==> config.mk <==
export PLATFORM = sky130hd
export DESIGN_NAME = pos_sweep_ctrl_flat
export DESIGN_NICKNAME = d
export VERILOG_FILES = /design/src/rtl/pos_sweep_pkg.sv /design/src/rtl/pos_sweep_ctrl_if.sv /design/src/rtl/pos_sweep_ctrl.sv /design/src/flat_wrapper.sv
export SDC_FILE = /design/constraint.sdc
export NUM_CORES = 1
export LEC_CHECK = 0
export ABC_AREA = 0
export CORE_ASPECT_RATIO = 0.9
export CORE_MARGIN = 5
export CORE_UTILIZATION = 51
export DETAILED_ROUTE_END_ITERATION = 7
export GPL_TIMING_DRIVEN = 0
export HOLD_SLACK_MARGIN = 0.02
export PLACE_DENSITY = 0.81
export SKIP_CTS_REPAIR_TIMING = 1
export SLEW_MARGIN = 25
export SYNTH_ARGS = -nofsm -noshare
export SYNTH_HDL_FRONTEND = slang
export SYNTH_SLANG_ARGS = --single-unit
==> constraint.sdc <==
create_clock -name clk -period 3 [get_ports clk]
set_input_delay 0.6 -clock clk [delete_from_list [all_inputs] [get_ports clk]]
set_output_delay 0.6 -clock clk [all_outputs]
set_load 0.02 [all_outputs]
==> src/rtl/pos_sweep_pkg.sv <==
// pos_sweep_pkg
// Shared definitions for the product-of-sums self-test sequencer: the
// controller state type, the number of input vectors of the checked block
// and the truth table the checked block is supposed to produce.
// No ports (package).

package pos_sweep_pkg;

  // Controller phases: waiting for a request, holding a vector while the
  // checked block settles, capturing its output, reporting the result.
  typedef enum logic [1:0] {
    IDLE   = 2'd0,
    DRIVE  = 2'd1,
    SAMPLE = 2'd2,
    DONE   = 2'd3
  } SweepState_e;

  localparam int NUM_VEC = 16;

  // Bit i is the output of the checked block for input vector i (abcd, a = MSB).
  // The block is high for vectors 2, 4, 7, 11 and 12.
  localparam logic [NUM_VEC-1:0] POS_EXPECTED = 16'h1894;

endpackage

==> src/rtl/pos_sweep_ctrl_if.sv <==
// pos_sweep_ctrl_if
// Control/result bundle between the test logic and the sweep controller.
//   start    : request a sweep (test logic -> controller)
//   abort    : cancel a sweep in progress (test logic -> controller)
//   busy     : sweep in progress
//   done     : one-cycle pulse when a sweep completes
//   pass     : captured signature matched the expected truth table
//   sig      : captured truth table, bit i = output for vector i
//   fail_idx : lowest mismatching vector, 0 when passing
//   fail_cnt : number of mismatching vectors, 0..16
// Modports: master = test/control logic, slave = sweep controller.

interface pos_sweep_ctrl_if;
  import pos_sweep_pkg::*;

  logic               start;
  logic               abort;
  logic               busy;
  logic               done;
  logic               pass;
  logic [NUM_VEC-1:0] sig;
  logic [3:0]         fail_idx;
  logic [4:0]         fail_cnt;

  modport master (
    output start, abort,
    input  busy, done, pass, sig, fail_idx, fail_cnt
  );

  modport slave (
    input  start, abort,
    output busy, done, pass, sig, fail_idx, fail_cnt
  );

endinterface

==> src/rtl/pos_sweep_ctrl.sv <==
// pos_sweep_ctrl
// Exhaustive self-test sequencer for a 4-input combinational block.
// On request it walks vec_o through 0..15, holds each vector for SETTLE
// cycles, samples r_i once per vector into a 16-bit signature and compares
// it bit by bit against EXPECTED, reporting pass, first failing vector and
// mismatch count.
// Ports:
//   clk   : rising-edge clock
//   rst   : asynchronous active-high reset
//   ctrl  : control/result bundle (slave side of pos_sweep_ctrl_if)
//   r_i   : output of the checked block
//   vec_o : {a,b,c,d} driven onto the checked block
// Parameters:
//   SETTLE   : hold cycles before sampling (0..15; 0 samples the cycle after drive)
//   EXPECTED : expected truth table, bit i = output for vector i

module pos_sweep_ctrl
  import pos_sweep_pkg::*;
#(
  parameter int unsigned        SETTLE   = 1,
  parameter logic [NUM_VEC-1:0] EXPECTED = POS_EXPECTED
) (
  input  logic            clk,
  input  logic            rst,
  pos_sweep_ctrl_if.slave ctrl,
  input  logic            r_i,
  output logic [3:0]      vec_o
);

  localparam logic [3:0] LAST_WAIT = 4'((SETTLE == 0) ? 0 : SETTLE - 1);
  localparam logic [3:0] LAST_VEC  = 4'(NUM_VEC - 1);

  // With no settle time there is nothing to wait for, so every new vector
  // goes straight to its sample cycle.
  localparam SweepState_e VEC_ENTRY = (SETTLE == 0) ? SAMPLE : DRIVE;

  SweepState_e        r_state;
  SweepState_e        w_nextState;
  logic [3:0]         r_idx;
  logic [3:0]         r_waitCnt;
  logic [NUM_VEC-1:0] r_sig;
  logic [3:0]         r_failIdx;
  logic [4:0]         r_failCnt;
  logic               r_pass;

  logic               w_accept;
  logic               w_abort;
  logic               w_sample;
  logic               w_busy;
  logic               w_done;
  logic               w_mismatch;
  logic [4:0]         w_failCntNext;

  // The count including the vector being sampled right now; the final pass
  // verdict must already see a mismatch on vector 15.
  assign w_mismatch    = (r_i != EXPECTED[r_idx]);
  assign w_failCntNext = r_failCnt + {4'd0, w_mismatch};

  // State register: reset drops straight back to IDLE from anywhere,
  // which also guarantees no done pulse for an interrupted sweep.
  always_ff @(posedge clk or posedge rst) begin
    if (rst) begin
      r_state <= IDLE;
    end else begin
      r_state <= w_nextState;
    end
  end

  // Next-state and control decode. Abort is checked before the sample
  // decision so a cancelled sweep never captures another bit. Start is only
  // looked at in IDLE, so a request during DONE or a running sweep is dropped.
  always_comb begin
    w_nextState = r_state;
    w_accept    = 1'b0;
    w_abort     = 1'b0;
    w_sample    = 1'b0;
    w_busy      = 1'b0;
    w_done      = 1'b0;
    case (r_state)
      IDLE: begin
        if (ctrl.start) begin
          w_accept    = 1'b1;
          w_nextState = VEC_ENTRY;
        end
      end
      DRIVE: begin
        w_busy = 1'b1;
        if (ctrl.abort) begin
          w_abort     = 1'b1;
          w_nextState = IDLE;
        end else if (r_waitCnt == LAST_WAIT) begin
          w_nextState = SAMPLE;
        end
      end
      SAMPLE: begin
        w_busy = 1'b1;
        if (ctrl.abort) begin
          w_abort     = 1'b1;
          w_nextState = IDLE;
        end else begin
          w_sample    = 1'b1;
          w_nextState = (r_idx == LAST_VEC) ? DONE : VEC_ENTRY;
        end
      end
      DONE: begin
        w_done      = 1'b1;
        w_nextState = IDLE;
      end
      default: begin
        w_nextState = IDLE;
      end
    endcase
  end

  // Datapath: vector index, settle counter and the result registers.
  // Results are only cleared by an accepted start, so they stay readable
  // after done (or after an abort, minus the verdict) until the next sweep.
  // The final vector leaves vec_o at 15 rather than wrapping to 0.
  always_ff @(posedge clk or posedge rst) begin
    if (rst) begin
      r_idx     <= 4'd0;
      r_waitCnt <= 4'd0;
      vec_o     <= 4'd0;
      r_sig     <= '0;
      r_failIdx <= 4'd0;
      r_failCnt <= 5'd0;
      r_pass    <= 1'b0;
    end else if (w_accept) begin
      r_idx     <= 4'd0;
      r_waitCnt <= 4'd0;
      vec_o     <= 4'd0;
      r_sig     <= '0;
      r_failIdx <= 4'd0;
      r_failCnt <= 5'd0;
      r_pass    <= 1'b0;
    end else if (w_abort) begin
      r_idx     <= 4'd0;
      r_waitCnt <= 4'd0;
      vec_o     <= 4'd0;
      r_pass    <= 1'b0;
    end else if (w_sample) begin
      r_sig[r_idx] <= r_i;
      r_failCnt    <= w_failCntNext;
      if (w_mismatch && (r_failCnt == 5'd0)) begin
        r_failIdx <= r_idx;
      end
      r_waitCnt <= 4'd0;
      if (r_idx == LAST_VEC) begin
        r_pass <= (w_failCntNext == 5'd0);
      end else begin
        r_idx <= r_idx + 4'd1;
        vec_o <= r_idx + 4'd1;
      end
    end else if (r_state == DRIVE) begin
      r_waitCnt <= r_waitCnt + 4'd1;
    end
  end

  assign ctrl.busy     = w_busy;
  assign ctrl.done     = w_done;
  assign ctrl.pass     = r_pass;
  assign ctrl.sig      = r_sig;
  assign ctrl.fail_idx = r_failIdx;
  assign ctrl.fail_cnt = r_failCnt;

endmodule

==> src/flat_wrapper.sv <==
// flat-port wrapper written by rule: the top's interface ports become plain ports
module pos_sweep_ctrl_flat import pos_sweep_pkg::*;
#(
  parameter int unsigned        SETTLE   = 1,
  parameter logic [NUM_VEC-1:0] EXPECTED = POS_EXPECTED
)
  (clk, rst, r_i, vec_o, ctrl_start, ctrl_abort, ctrl_busy, ctrl_done, ctrl_pass, ctrl_sig, ctrl_fail_idx, ctrl_fail_cnt);
  pos_sweep_ctrl_if ctrl_i ();
  input  logic clk;
  input  logic rst;
  input  logic r_i;
  output logic [3:0] vec_o;
  input wire logic [$bits(ctrl_i.start)-1:0] ctrl_start;
  input wire logic [$bits(ctrl_i.abort)-1:0] ctrl_abort;
  output wire logic [$bits(ctrl_i.busy)-1:0] ctrl_busy;
  output wire logic [$bits(ctrl_i.done)-1:0] ctrl_done;
  output wire logic [$bits(ctrl_i.pass)-1:0] ctrl_pass;
  output wire logic [$bits(ctrl_i.sig)-1:0] ctrl_sig;
  output wire logic [$bits(ctrl_i.fail_idx)-1:0] ctrl_fail_idx;
  output wire logic [$bits(ctrl_i.fail_cnt)-1:0] ctrl_fail_cnt;
  assign ctrl_i.start = ctrl_start;
  assign ctrl_i.abort = ctrl_abort;
  assign ctrl_busy = ctrl_i.busy;
  assign ctrl_done = ctrl_i.done;
  assign ctrl_pass = ctrl_i.pass;
  assign ctrl_sig = ctrl_i.sig;
  assign ctrl_fail_idx = ctrl_i.fail_idx;
  assign ctrl_fail_cnt = ctrl_i.fail_cnt;
  pos_sweep_ctrl #(.SETTLE(SETTLE), .EXPECTED(EXPECTED)) u_core (.clk(clk), .rst(rst), .ctrl(ctrl_i), .r_i(r_i), .vec_o(vec_o));
endmodule
Word-level counts from Yosys, hierarchy flattened --
Memory sizes are Yosys's and may differ from the RTL's. Cells that the tools add are included.
Operators by class: reductions and logical operators 17, $add $sub $neg 3, equal/unequal tests 9, mux-type cells 40, order comparisons 2
Operator list (count):
- 16-bit 2-to-1 mux | 3
- 4-bit 2-to-1 mux | 12
- 16-bit bitwise mux | 1
- 5-bit 2-to-1 mux | 3
- 1-bit 2-to-1 mux | 14
- 5-bit zero test | 2
- 2-bit 2-to-1 mux | 5
- 4-bit by 1-bit adder with 4-bit output (second input constant) | 2
- 2-bit one-hot mux with 4 select lines | 1
- 2-bit AND reduction | 4
- 3-bit nonzero test | 2
- 5-bit by 1-bit adder with 5-bit output | 1
- 4-bit by 5-bit < comparator with 1-bit output (second input constant) | 1
- 1-bit demux with 4-bit select | 1
- 2-bit equality test (second input constant) | 2
- 4-bit equality test (second input constant) | 1
- 4-bit by 1-bit >= comparator with 1-bit output (second input constant) | 1
- 4-bit zero test | 1
- 2-bit nonzero test | 2
- 4-bit nonzero test | 1
- 3-bit by 1-bit != test with 1-bit output (second input constant) | 1
- 3-bit by 2-bit != test with 1-bit output (second input constant) | 1
- 3-bit AND reduction | 1
- 2-bit by 1-bit equality test with 1-bit output (second input constant) | 1
- other kinds (6) | 7
Storage, ports and cells: memories 1, memory bits (read-only) 16, register bits 36
Memories:
- (no name shown) | words 16, width 1, read ports 1, clocked after Yosys merged registers in 0, write ports 0, line pos_sweep_ctrl.sv:56 | assign w_mismatch = (r_i != EXPECTED[r_idx]);

Logic depth before layout (Yosys ltp) --
Gate-level depths: netlist of the first run.
depth in word-level cells 9, mapped depth 12, depth with buffers taken out 12

Worst setup path before layout of the first run --
Ideal clock, no wire load.
path type register to register, start point register, netlist name u_core.vec_o[0], end point register u_core.r_pass (netlist: u_core.ctrl.pass), data arrival time 2.607 ns, path buffers 0, period minus slack after synthesis 2.685 ns, required time 2.922 ns, cell stages (with the launch flop) 13, library setup time 0.078 ns, slack 0.315 ns, path through dfrtp_1 > inv_1 > ha_1 > inv_1 > mux4_2 > xor2_1 > ha_1 > ha_1 > nor3_1 > a31oi_1 > nor4_1 > nand2_1 > a21oi_1
RTL lines:
- end signal, assigned | line pos_sweep_ctrl.sv:149 | r_pass <= (w_failCntNext == 5'd0);
- end, declared | line pos_sweep_ctrl.sv:44 | logic r_pass;

==> results of run 1 <==
==> worst min-delay path by stage <==
stage / cells past startpoint / slack, ns / endpoint / from
after floorplan: 2 / 0.51 / u_core.r_waitCnt[3] / u_core.r_waitCnt[3]
after global placement: 2 / 0.51 / u_core.ctrl.sig[11] / u_core.ctrl.sig[11]
after detailed placement: 2 / 0.51 / u_core.ctrl.sig[12] / u_core.ctrl.sig[12]
after CTS: 2 / 0.53 / u_core.ctrl.sig[12] / u_core.ctrl.sig[12]
after global routing: 2 / 0.55 / u_core.ctrl.fail_idx[1] / u_core.ctrl.fail_idx[1]
final: 2 / 0.52 / u_core.ctrl.sig[12] / u_core.ctrl.sig[12]
==> per-layer routing <==
| layer | GRT usage | vias to the layer above |
|---|---|---|
| met5 | 0 | - |
| met4 | 0.05778 | 0 |
| met3 | 0.04552 | 6 |
| met2 | 0.3000 | 38 |
| met1 | 0.2350 | 742 |
| li1 | - | 757 |
==> critical path, delay by kind of cell (launching register included) <==
kind	cells	cell delay (ns)
AO/OA/AOI/OAI	2	0.20
XOR/XNOR	1	0.17
adder cells (fa/ha/maj)	3	0.77
buffers and inverters	2	0.16
flip-flops	1	0.45
multiplexers	1	0.45
AND/OR/NAND/NOR	3	0.52
==> per-stage QoR <==
| step | cells | hold WS [ns] |
|---|---|---|
| finish | 294 | 0.5185 |
| global route | 294 | 0.5502 |
| CTS | 294 | 0.5255 |
| detailed placement | 287 | 0.5079 |
| global placement | 287 | 0.5064 |
| floorplan | 206 | 0.5053 |
==> logic make-up (layout without fill, tap and decap cells) <==
family / Yosys count / after routing
buffers and inverters: 21 / 63
XOR/XNOR: 10 / 10
adder cells (fa/ha/maj): 13 / 13
multiplexers: 22 / 22
flip-flops: 36 / 36
AO/OA/AOI/OAI: 14 / 14
AND/OR/NAND/NOR: 90 / 90
==> final cells by class <==
| cell class | count | area [um^2] |
|---|---|---|
| well taps | 46 | 57.56 |
| flip-flops and latches | 36 | 900.9 |
| multi-input cells | 149 | 943.4 |
| repair buffers | 35 | 350.3 |
| plain buffers | 11 | 50.05 |
| clock buffers | 7 | 96.34 |
| fillers | 310 | 1242 |
| inverters | 10 | 37.54 |
==> where the power goes <==
group | internal, mW | total, mW | switching [mW]
clock network | 0.204 | 0.365 | 0.161
registers | 0.527 | 0.572 | 0.0444
logic | 0.194 | 0.506 | 0.313
total | 0.925 | 1.44 | 0.518
==> sequential cells by signal, indices dropped and copies added, names as in the netlist <==
| register | flops |
|---|---|
| u_core.ctrl.pass | 1 |
| u_core.r_waitCnt | 4 |
| u_core.vec_o | 4 |
| u_core.ctrl.fail_idx | 4 |
| u_core.ctrl.fail_cnt | 5 |
| u_core.r_state | 2 |
| u_core.ctrl.sig | 16 |
==> cells in the mapped netlist <==
cell,instances
nor2_1,37
dfrtp_1,36
nand2_1,29
mux2i_1,20
ha_1,13
inv_1,10
nor3_1,10
clkbuf_1,8
a21oi_1,7
xnor2_1,5
xor2_1,5
nand3_1,4
o21ai_0,4
nand4_1,3
nand2b_1,2
a211oi_1,1
a31oi_1,1
a41oi_1,1
and2_1,1
and3_1,1
buf_1,1
buf_2,1
buf_6,1
mux2_2,1
mux4_2,1
nand3b_1,1
nor2b_1,1
nor4_1,1
==> impl_results.md, run 1 <==
- Highest Signal Layer: met4
- Setup crit end: u_core.ctrl.pass
- RSZ-0062 raised after global routing: no
- CP Launch Point: u_core.vec_o[0]
- Total core area: about 3700 um^2
- Area growth syn-to-layout: 26.10%
- Yosys reg bits: 36
- Cell Area, Placed: approximately 2300 um^2
- Pre-CTS setup slack: a little under 0.2 ns
- Post-synthesis mux area share: 0.1211
- Drc violations: 0
- CTS Buf Count: 5
- DR WL met3: around 200 um
- # port buffers: 35
- Most common cell after layout, fill and taps aside: nor2_1
- Die area: ~5100 um^2
- Vias: about 1.5k
- Yosys warns: 0
- CTS tree: built
- Status: finished, final reports clean
- Worst endpoint data arrival time: 3.03 ns
- Clock buffer depth: 2
- Average size of a mapped cell: around 9.4 um^2
- PnR worst setup slack: approximately 0.19 ns
- Global Route Usage Sum: 0.1823
- Die X: between 70 and 80 um
- Most frequent cells in the layout: 37 x nor2_1, 36 x dfrtp_1, 35 x clkdlybuf4s50_1
- Skew-Pair Late Insertion Delay: just under 0.3 ns
- Post-Synthesis Net Count: 224
- Fin crit share: 0.9372
- Share of layout cells above drive strength 1: 0.04839
- Worst-margin pin slew: approximately 0.75 ns
- Largest family of logic cells by synthesized area: simple AND/OR/NAND/NOR gates
- Total power: 1.444 mW
- RR Startpoint: u_core.vec_o[0]
- Crit Path Category: flop to flop
- Setup Skew: around 0.0073 ns
- Die height: approximately 68 um
- Mapped cell area: 1932 um^2
- Pwr Density: about 600 nW/um^2
- First-pass GRT wire length: 7.017 mm
- Slowest CP cell: dfrtp_1
- Met2 Wirelength: roughly 2.0 mm
- CP endpoint kind: flop
- DP HPWL: roughly 3.1 mm
- Router iterations before antenna repair: 4
- Largest net degree at the start of global routing: 37
- Routed vias/inst: 5.248
- R2r endpoint: u_core.ctrl.pass
- Synth Area in Adders: 0.08420
- Initial antenna violation count: 0
- Synth top area cells: dfrtp_1 47%, mux2i_1 10%, ha_1 8.4%, nor2_1 7.2%, nand2_1 5.6%
- Final core utilization: 0.6622
- Post-route cell area: roughly 2400 um^2
- Cell count after synthesis: between 200 and 250
- Setup crit start kind: flop
- Crit Path Max Fanout: 6
- Fin. Hold Viols: 0
- Worst Hold Class: flop to flop
- Cell taking the most area after synthesis: dfrtp_1
- 1st-iter DRT viols: 75
- Flop2flop setup slack: around 0.19 ns
- Final setup TNS: 0 ns
- Met1 WL: approximately 1.9 mm
- Crit-path max cell delay: 0.45 ns
- Worst-path clk slew: 0.07 ns
- Fin crit period: approximately 2.8 ns
- Initial Util: 0.5252
- Setup violations, final: 0
- Top-area cell type share of the netlist area: 0.4663
- Complex-gate fraction of the synthesized area: 0.04016
- # nets final: 266
- Grt total ovfl: 0
- Simple-gate portion of the synthesized area: 0.1975
- Routability cong.: about 0.87
- Cell breakdown of the critical path: inv_1 > ha_1 > inv_1 > mux4_2 > xor2_1 > ha_1 > ha_1 > nor3_1 > a31oi_1 > nor4_1 > nand2_1 > a21oi_1
- Max-cap viol count: 0
- Xor-xnor portion of the synthesized cell area: 0.04534
- Vias in the first global route: 1562
- Final Max Slew Viols: 0
- Req. time, crit path: 3.21 ns
- LEAKAGE: about 1.0 nW
- Peak VDD IR: about 0.45 mV
- Synth cell types: 28
- Antenna cell count: 0
- DRT antenna net count: 0
- Clock Sinks: 36
- Crit-path most repeated cell: ha_1
- Boundary pin count: 37
- Clk root buf: clkbuf_8
- H-tree depth: 2
- R2R cell count: 12
- Routed Wire Length: 4.140 mm
- Fmax: about 360 MHz
- Per-cell routed wire length: 14.08 um
- Sequential fraction of the synthesis area: 0.4663
- Rows: 21
- Rel. slew slack: 0.5008
Note: power is estimated with default switching activity, not from simulation.
==> run 2: changes to the inputs <==
- CTS_CLUSTER_DIAMETER: not set -> 200
- SLEW_MARGIN: 25 -> 5
==> results of run 2 <==
Same layout as run 1: the final DEF is identical, and so are final timing and power.
